[config.mk]
export PLATFORM = sky130hd
export DESIGN_NAME = alu_display_scanner
export DESIGN_NICKNAME = d
export VERILOG_FILES = /design/src/rtl/seg7_pkg.sv /design/src/rtl/N_BIT_ALU.sv /design/src/rtl/seg7_hex_decode.sv /design/src/rtl/alu_display_scanner.sv
export SDC_FILE = /design/constraint.sdc
export NUM_CORES = 1
export LEC_CHECK = 0
export CORE_ASPECT_RATIO = 0.6
export CORE_UTILIZATION = 40
export DETAILED_ROUTE_END_ITERATION = 8
export PLACE_DENSITY_LB_ADDON = 0.2
export SLEW_MARGIN = 20
export SYNTH_ARGS = -nofsm -noshare
export SYNTH_HDL_FRONTEND = slang
export SYNTH_HIERARCHICAL = 1
export SYNTH_SLANG_ARGS = --single-unit
export TNS_END_PERCENT = 30
[constraint.sdc]
create_clock -name clk -period 5.5 [get_ports clk]
set_input_delay 0.55 -clock clk [delete_from_list [all_inputs] [get_ports clk]]
set_output_delay 0.55 -clock clk [all_outputs]
set_load 0.005 [all_outputs]
[src/rtl/seg7_pkg.sv]
// Segment patterns ({a..g}, active-high) and scan FSM encoding shared by
// display blocks.
package seg7_pkg;

  localparam logic [6:0] SEG_0     = 7'b1111110;
  localparam logic [6:0] SEG_1     = 7'b0110000;
  localparam logic [6:0] SEG_2     = 7'b1101101;
  localparam logic [6:0] SEG_3     = 7'b1111001;
  localparam logic [6:0] SEG_4     = 7'b0110011;
  localparam logic [6:0] SEG_5     = 7'b1011011;
  localparam logic [6:0] SEG_6     = 7'b1011111;
  localparam logic [6:0] SEG_7     = 7'b1110000;
  localparam logic [6:0] SEG_8     = 7'b1111111;
  localparam logic [6:0] SEG_9     = 7'b1111011;
  localparam logic [6:0] SEG_A     = 7'b1110111;
  localparam logic [6:0] SEG_B     = 7'b0011111;
  localparam logic [6:0] SEG_C     = 7'b1001110;
  localparam logic [6:0] SEG_D     = 7'b0111101;
  localparam logic [6:0] SEG_E     = 7'b1001111;
  localparam logic [6:0] SEG_F     = 7'b1000111;
  localparam logic [6:0] SEG_BLANK = 7'b0000000;

  localparam logic [15:0][6:0] SEG_HEX = {SEG_F, SEG_E, SEG_D, SEG_C,
                                          SEG_B, SEG_A, SEG_9, SEG_8,
                                          SEG_7, SEG_6, SEG_5, SEG_4,
                                          SEG_3, SEG_2, SEG_1, SEG_0};

  typedef enum logic [1:0] {
    IDLE  = 2'd0,
    BLANK = 2'd1,
    SHOW  = 2'd2
  } scan_state_e;

endpackage

[src/rtl/N_BIT_ALU.sv]
// N-bit ALU: 00 ADD, 01 SUB, 10 AND, 11 OR; result wraps modulo 2^N.
module N_BIT_ALU #(
  parameter int N = 4
) (
  input  logic [N-1:0] A,
  input  logic [N-1:0] B,
  input  logic [1:0]   opcode,
  output logic [N-1:0] result
);

  always_comb begin
    case (opcode)
      2'b00:   result = A + B;
      2'b01:   result = A - B;
      2'b10:   result = A & B;
      default: result = A | B;
    endcase
  end

endmodule

[src/rtl/seg7_hex_decode.sv]
// Combinational hex nibble to 7-segment decoder with blanking enable.
module seg7_hex_decode
  import seg7_pkg::*;
(
  input  logic [3:0] val_i,
  input  logic       en_i,
  output logic [6:0] seg_o
);

  assign seg_o = en_i ? SEG_HEX[val_i] : SEG_BLANK;

endmodule

[src/rtl/alu_display_scanner.sv]
// Scans NUM_DIGITS ALU slots through one shared ALU and decoder onto a
// multiplexed common-cathode 7-segment display.
module alu_display_scanner
  import seg7_pkg::*;
#(
  parameter int N_ALU        = 4,
  parameter int NUM_DIGITS   = 4,
  parameter int SHOW_CYCLES  = 1000,
  parameter int BLANK_CYCLES = 2,
  localparam int IW = $clog2(NUM_DIGITS)
) (
  input  logic                  clk,
  input  logic                  rst,
  input  logic                  wr_en,
  input  logic [IW-1:0]         wr_digit,
  input  logic [N_ALU-1:0]      wr_A,
  input  logic [N_ALU-1:0]      wr_B,
  input  logic [1:0]            wr_opcode,
  input  logic                  wr_enable,
  input  logic                  scan_en,
  output logic                  a,
  output logic                  b,
  output logic                  c,
  output logic                  d,
  output logic                  e,
  output logic                  f,
  output logic                  g,
  output logic [NUM_DIGITS-1:0] digit_sel,
  output logic [IW-1:0]         digit_idx
);

  localparam int CMAX = (SHOW_CYCLES > BLANK_CYCLES) ? SHOW_CYCLES : BLANK_CYCLES;
  localparam int CW   = $clog2(CMAX + 1);

  typedef struct packed {
    logic [N_ALU-1:0] opa;
    logic [N_ALU-1:0] opb;
    logic [1:0]       op;
    logic             en;
  } slot_t;

  slot_t [NUM_DIGITS-1:0] slot_q;
  scan_state_e            state_q, state_d;
  logic [CW-1:0]          cnt_q, cnt_d;
  logic [IW-1:0]          idx_q, idx_d;
  logic [6:0]             seg_q, seg_d;
  logic [NUM_DIGITS-1:0]  sel_q, sel_d;
  slot_t                  cur;
  logic [N_ALU-1:0]       alu_res;
  logic                   show_now;

  always_ff @(posedge clk or posedge rst) begin
    if (rst) begin
      slot_q <= '0;
    end else if (wr_en && (int'(wr_digit) < NUM_DIGITS)) begin
      slot_q[wr_digit] <= '{opa: wr_A, opb: wr_B, op: wr_opcode, en: wr_enable};
    end
  end

  always_comb begin
    state_d = state_q;
    cnt_d   = cnt_q;
    idx_d   = idx_q;
    if (!scan_en) begin
      state_d = IDLE;
      cnt_d   = '0;
    end else begin
      case (state_q)
        IDLE: begin
          state_d = BLANK;
          cnt_d   = '0;
        end
        BLANK: begin
          if (cnt_q == CW'(BLANK_CYCLES - 1)) begin
            state_d = SHOW;
            cnt_d   = '0;
          end else begin
            cnt_d = cnt_q + 1'b1;
          end
        end
        SHOW: begin
          if (cnt_q == CW'(SHOW_CYCLES - 1)) begin
            state_d = BLANK;
            cnt_d   = '0;
            idx_d   = (idx_q == IW'(NUM_DIGITS - 1)) ? '0 : idx_q + 1'b1;
          end else begin
            cnt_d = cnt_q + 1'b1;
          end
        end
        default: begin
          state_d = IDLE;
          cnt_d   = '0;
        end
      endcase
    end
  end

  // Output regs are gated by scan_en too, so a pause blanks on the very next edge.
  assign cur      = slot_q[idx_q];
  assign show_now = (state_q == SHOW) && scan_en;

  N_BIT_ALU #(.N(N_ALU)) u_alu (
    .A      (cur.opa),
    .B      (cur.opb),
    .opcode (cur.op),
    .result (alu_res)
  );

  seg7_hex_decode u_dec (
    .val_i (alu_res[3:0]),
    .en_i  (show_now && cur.en),
    .seg_o (seg_d)
  );

  assign sel_d = show_now ? (NUM_DIGITS'(1) << idx_q) : '0;

  always_ff @(posedge clk or posedge rst) begin
    if (rst) begin
      state_q <= IDLE;
      cnt_q   <= '0;
      idx_q   <= '0;
      seg_q   <= SEG_BLANK;
      sel_q   <= '0;
    end else begin
      state_q <= state_d;
      cnt_q   <= cnt_d;
      idx_q   <= idx_d;
      seg_q   <= seg_d;
      sel_q   <= sel_d;
    end
  end

  assign {a, b, c, d, e, f, g} = seg_q;
  assign digit_sel = sel_q;
  assign digit_idx = idx_q;

endmodule

==> results of run 1 <==
## final cells by class
cell class	count	area (um2)
Clock inverter	7	114
Fill cell	752	4300
Multi-Input combinational cell	197	1820
Timing Repair Buffer	33	320
Inverter	18	67.6
Tap cell	112	140
Clock buffer	9	225
Sequential cell	69	1730
## where the power goes
group          internal (mW)  switching, mW
sequential             0.582         0.0384
combinational          0.236          0.280
clock                  0.441          0.219
## cells in the mapped netlist, types with 2 or more instances
cell type	instances	area (um2)
a211oi_1	2	15.0
ha_1	21	263
mux2i_1	4	40.0
o21a_1	3	22.5
mux2_2	49	552
nor4b_1	3	26.3
nand2_1	8	30.0
a21oi_1	7	35.0
nand3b_1	2	15.0
nor3_1	3	15.0
and3_1	5	31.3
xnor2_1	5	43.8
a31oi_1	3	18.8
xor2_1	6	52.6
nor3b_1	2	15.0
mux4_2	11	248
o21ai_0	4	20.0
o31ai_1	4	30.0
nand3_1	6	30.0
nor2b_1	5	31.3
or3_1	2	12.5
dfrtp_1	69	1730
nand4_1	2	12.5
clkbuf_1	5	18.8
inv_1	18	67.6
buf_2	6	30.0
and2b_1	2	15.0
nor2_1	22	82.6
o21ai_2	2	17.5
## layer usage
layer,part of all wire,vias to the layer above
li1,-,1126
met1,0.54,1153
met5,0,-
met3,0.047,11
met4,0.017,0
met2,0.39,57
## state kept, by name, indices dropped and copies added, names as in the netlist
register / cells
cnt_q: 10
seg_q: 7
digit_sel: 4
slot_q: 44
state_q: 2
digit_idx: 2
## through the flow
step	setup WS [ps]	power, mW	hold slack, ps	instances
2_1_floorplan	1510	1.03	474	297
3_3_place_gp	1550	1.13	484	429
3_5_place_dp	1380	1.14	487	429
4_1_cts	1370	1.81	499	445
5_1_grt	1080	1.91	516	445
6_report	1380	1.80	498	445
## worst paths after layout
kind / to / slack, ps / start
worst max-delay path: seg_q[3] / 1380 / digit_idx[1]
worst min-delay path: slot_q[31] / 500 / slot_q[31]
worst max register to register: seg_q[3] / 1380 / digit_idx[1]
worst min register to register: slot_q[31] / 500 / slot_q[31]
max in group asynchronous: seg_q[2] / 4140 / rst
min in group asynchronous: slot_q[35] / 800 / rst
## cells by family (layout without fill, tap and decap cells)
| logic type | count (synthesis) | count (layout) | share of synthesized area |
|---|---|---|---|
| AND/OR/NAND/NOR | 68 | 68 | 0.102 |
| multiplexers | 65 | 65 | 0.231 |
| flip-flops | 69 | 69 | 0.468 |
| AO/OA/AOI/OAI | 30 | 30 | 0.0563 |
| adder cells (fa/ha/maj) | 23 | 23 | 0.0794 |
| XOR/XNOR | 11 | 11 | 0.0261 |
| buffers and inverters | 31 | 67 | 0.0367 |
## worst max-delay path: cells and delay by family, from the launching register on
kind	cells	cell delay [ps]
multiplexers	2	1080
flip-flops	1	810
AO/OA/AOI/OAI	3	680
AND/OR/NAND/NOR	3	500
adder cells (fa/ha/maj)	2	750
buffers and inverters	1	180
==> flow_summary_export.csv, run 1 <==
group,metric,value,unit
critical_path,required,5710,ps
clocking,cts.hold.buffers_added,0,
detailed_routing,first_iter_violations,135,
synthesis,syn-instance-count,297,
synthesis,avgSynthCellArea,12.4,um2
placement,placed_area,0.00408,mm2
global_route,grt_first_pass_wirelength,13400,um
global_route,grt_pass1_vias,2549,
detailed_routing,route.vias.total,2347,
clocking,post-cts-setup-buffers,0,
detailed_routing,drc,0,
clocking,cts_tree,"built",
finish,drive_gt1_frac,0.264,
clocking,h-tree-depth,3,
detailed_routing,first_pass_iters,4,
critical_path,max_stage_delay,810,ps
die,initial_core_util,0.423,
global_route,grt-busiest-layer,"met1",
critical_path,crit_path_max_fanout,16,
clocking,cts_resized,0,
timing,relSlewSlack,0.417,
finish,final_common_cell,"dfrtp_1",
critical_path,crit_top_cell,"nor2b_1",
synthesis,syn_nets,336,
finish,fin_area,0.00442,mm2
synthesis,ys_seq_area_frac,0.468,
clocking,clkLatencyLatePin,330,ps
clocking,clk_root_buffer_cell,"clkbuf_16",
critical_path,critPathArrivalTime,4340,ps
critical_path,slowest_stage,"dfrtp_1",
die,die-area,0.00962,mm2
placement,gp_congestion,0.804,
die,io_pins,30,
timing,finalSetupViolCount,0,
pwr,power.density,406,mW/mm2
detailed_routing,routedWlPerCell,16.6,um
synthesis,synth_flop_cell,"dfrtp_1",
placement,io_buffers,29,
timing,finalSetupTns,0,ps
global_route,antenna_found_initial,0,
clocking,clock_sinks,69,
global_route,track_usage,0.184,
die,die_width,126,um
global_route,grt_max_degree,70,
die,core,0.00872,mm2
synthesis,ys_types,45,
timing,max_freq,242,MHz
critical_path,reg2reg_depth,11,
synthesis,ys_warn_count,6,
detailed_routing,wl,7370,um
global_route,gr-usage-met1,0.273,
status,status,"complete, no violations",
timing,slew_viol_final,0,
clocking,numCtsBuffers,9,
die,die_h,76.4,um
worst_hold_path,hp-class,"reg2reg",
synthesis,synth_seq_cells,69,
synthesis,synthArstFlopShare,1.00,
synthesis,synth_edf_count,0,
critical_path,cp-start-kind,"flop",
critical_path,path_cells,"mux4_2, nor2b_1, mux2_1, fa_1, nor2b_1, a31oi_1, inv_1, ha_1, and2b_1, o211ai_1, o31ai_1",
detailed_routing,ant_nets,0,
timing,fin_crit,4120,ps
finish,syn_to_final_growth,19.9,%
timing,fin_worst_skew,5.79,ps
global_route,grt_overflow,0,
placement,dp_hpwl,5110,um
timing,tightest_slew,874,ps
finish,fin_util,0.507,
timing,finalHoldViolCount,0,
timing,rsz0062_at_grt,"no",
clocking,cts_max_path_buffers,2,
clocking,path_clk_slew,60,ps
job,max-cap-violations,0,
finish,final_nets,367,
finish,final_cell_mix,"dfrtp_1, mux2_2, clkdlybuf4s50_1",
pwr,power_leakage,1.90,nW
detailed_routing,via_per_inst,5.27,
finish,diodes,0,
timing,period_share,0.750,
worst_hold_path,min_path_cells,1,
global_route,use_met2,0.244,
pwr,ir_drop,0.000180,V
global_route,met3_usage,0.0597,
critical_path,path_class,"reg2reg",
critical_path,cp-end-kind,"flop",
die,core.rowCount,26,
synthesis,synthesis.area,0.00369,mm2
No activity file was read; power rests on OpenSTA's default activity.
==> run 2: changes to the inputs <==
==> constraint.sdc (replaced) <==
create_clock -name clk -period 3.6 [get_ports clk]
set_input_delay 0.36 -clock clk [delete_from_list [all_inputs] [get_ports clk]]
set_output_delay 0.36 -clock clk [all_outputs]
set_load 0.005 [all_outputs]
==> flow_summary_export.csv, run 2 (synthesis results as in run 1) <==
group,metric,value,unit
status,status,"complete, no violations",
timing,fin_worst_skew,4.43,ps
timing,finalSetupTns,0,ps
clocking,clock_sinks,69,
detailed_routing,wl,7630,um
finish,top_register,"slot_q",
finish,final_common_cell,"dfrtp_1",
placement,gp_congestion,0.837,
critical_path,cp-end-kind,"flop",
timing,fin_crit,3260,ps
clocking,numCtsBuffers,9,
die,core,0.00872,mm2
clocking,cts_tree,"built",
global_route,grt_pass1_vias,2509,
detailed_routing,first_pass_iters,4,
finish,final_nets,379,
pwr,power_leakage,1.93,nW
finish,reg.largest.list,"slot_q x44, cnt_q x10, seg_q x7",
finish,diodes,0,
placement,dp_slack,96.4,ps
global_route,grt_max_degree,29,
critical_path,required,3810,ps
clocking,clk_root_buffer_cell,"clkbuf_16",
timing,period_share,0.906,
timing,slew_viol_final,0,
critical_path,critPathArrivalTime,3470,ps
finish,final_cell_mix,"dfrtp_1, mux2_2, clkdlybuf4s50_1",
timing,rsz0062_at_grt,"no",
detailed_routing,via_per_inst,5.32,
timing,relSlewSlack,0.509,
finish,syn_to_final_growth,20.9,%
global_route,antenna_found_initial,0,
die,initial_core_util,0.423,
placement,io_buffers,29,
clocking,cts_max_path_buffers,2,
job,max-cap-violations,0,
die,core.rowCount,26,
worst_hold_path,hp-class,"in2async",
detailed_routing,routedWlPerCell,16.8,um
detailed_routing,first_iter_violations,105,
global_route,track_usage,0.184,
placement,dp_hpwl,5350,um
critical_path,path_class,"reg2reg",
global_route,grt_first_pass_wirelength,13300,um
finish,largest_reg_flops,44,
critical_path,crit_path_max_fanout,5,
detailed_routing,ant_nets,0,
timing,tightest_slew,734,ps
timing,worst_slack,340,ps
timing,finalHoldViolCount,0,
clocking,path_clk_slew,50,ps
die,die_width,126,um
timing,finalSetupViolCount,0,
die,io_pins,30,
detailed_routing,drc,0,
detailed_routing,route.vias.total,2419,
clocking,cts.hold.buffers_added,0,
die,die-area,0.00962,mm2
pwr,power.density,584,mW/mm2
global_route,grt_overflow,0,
clocking,h-tree-depth,3,
critical_path,cp-start-kind,"flop",
die,die_h,76.4,um
timing,max_freq,307,MHz
clocking,clkLatencyLatePin,340,ps
finish,drive_gt1_frac,0.297,
pwr,ir_drop,0.000254,V
## run 2: report_power, final
group / leakage (nW) / internal (mW) / switching [mW] / total [mW]
sequential: 0.866 / 0.890 / 0.0631 / 0.953
combinational: 0.925 / 0.407 / 0.441 / 0.848
clock: 0.134 / 0.493 / 0.310 / 0.803
## run 2: timing repair
action                     CTS  global route
setup endpoints to repair    0             7
setup buffers                0             1
gates resized for setup      0             3
## run 2: final timing paths
kind	from	endpoint	slack, ps	cells past startpoint
setup / recovery	digit_idx[0]	seg_q[3]	340	12
hold / removal	rst	cnt_q[3]	430	2
setup reg to reg	digit_idx[0]	seg_q[3]	340	12
hold reg to reg	slot_q[39]	slot_q[39]	500	1
max in group asynchronous	rst	slot_q[23]	2410	3
min in group clk	slot_q[39]	slot_q[39]	500	1
## run 2: routing by layer
metal | wire (um) | GRT usage | share of wire
met5 | 0 | 0 | 0
met4 | 80 | 0.0542 | 0.010
met3 | 378 | 0.0611 | 0.050
met2 | 2890 | 0.240 | 0.38
met1 | 4270 | 0.281 | 0.56
## run 2: critical path, cell delays in order (launching register included)
cell and delay [ps]:
dfrtp_2 430, mux4_2 530, inv_1 100, ha_1 230
mux2_4 280, fa_1 450, nor2b_1 150, a31oi_2 160
inv_1 100, ha_1 280, and2b_1 170, o211ai_1 170
o31ai_1 90
## run 2: layout make-up
cell class	instances	area, um2
Clock buffer	12	256
Clock inverter	2	10.0
Fill cell	757	4260
Inverter	18	67.6
Multi-Input combinational cell	198	1850
Sequential cell	69	1730
Tap cell	112	140
Timing Repair Buffer	44	403
## run 2: metrics by stage
step	instances	hold slack [ps]	total power, mW	area, um2	utilization
global placement	439	484	1.76	4170	0.478
finish	455	429	2.60	4460	0.511
detailed placement	439	491	1.77	4170	0.478
global route	455	494	2.79	4460	0.511
floorplan	297	474	1.58	3720	-
CTS	453	459	2.59	4440	0.509
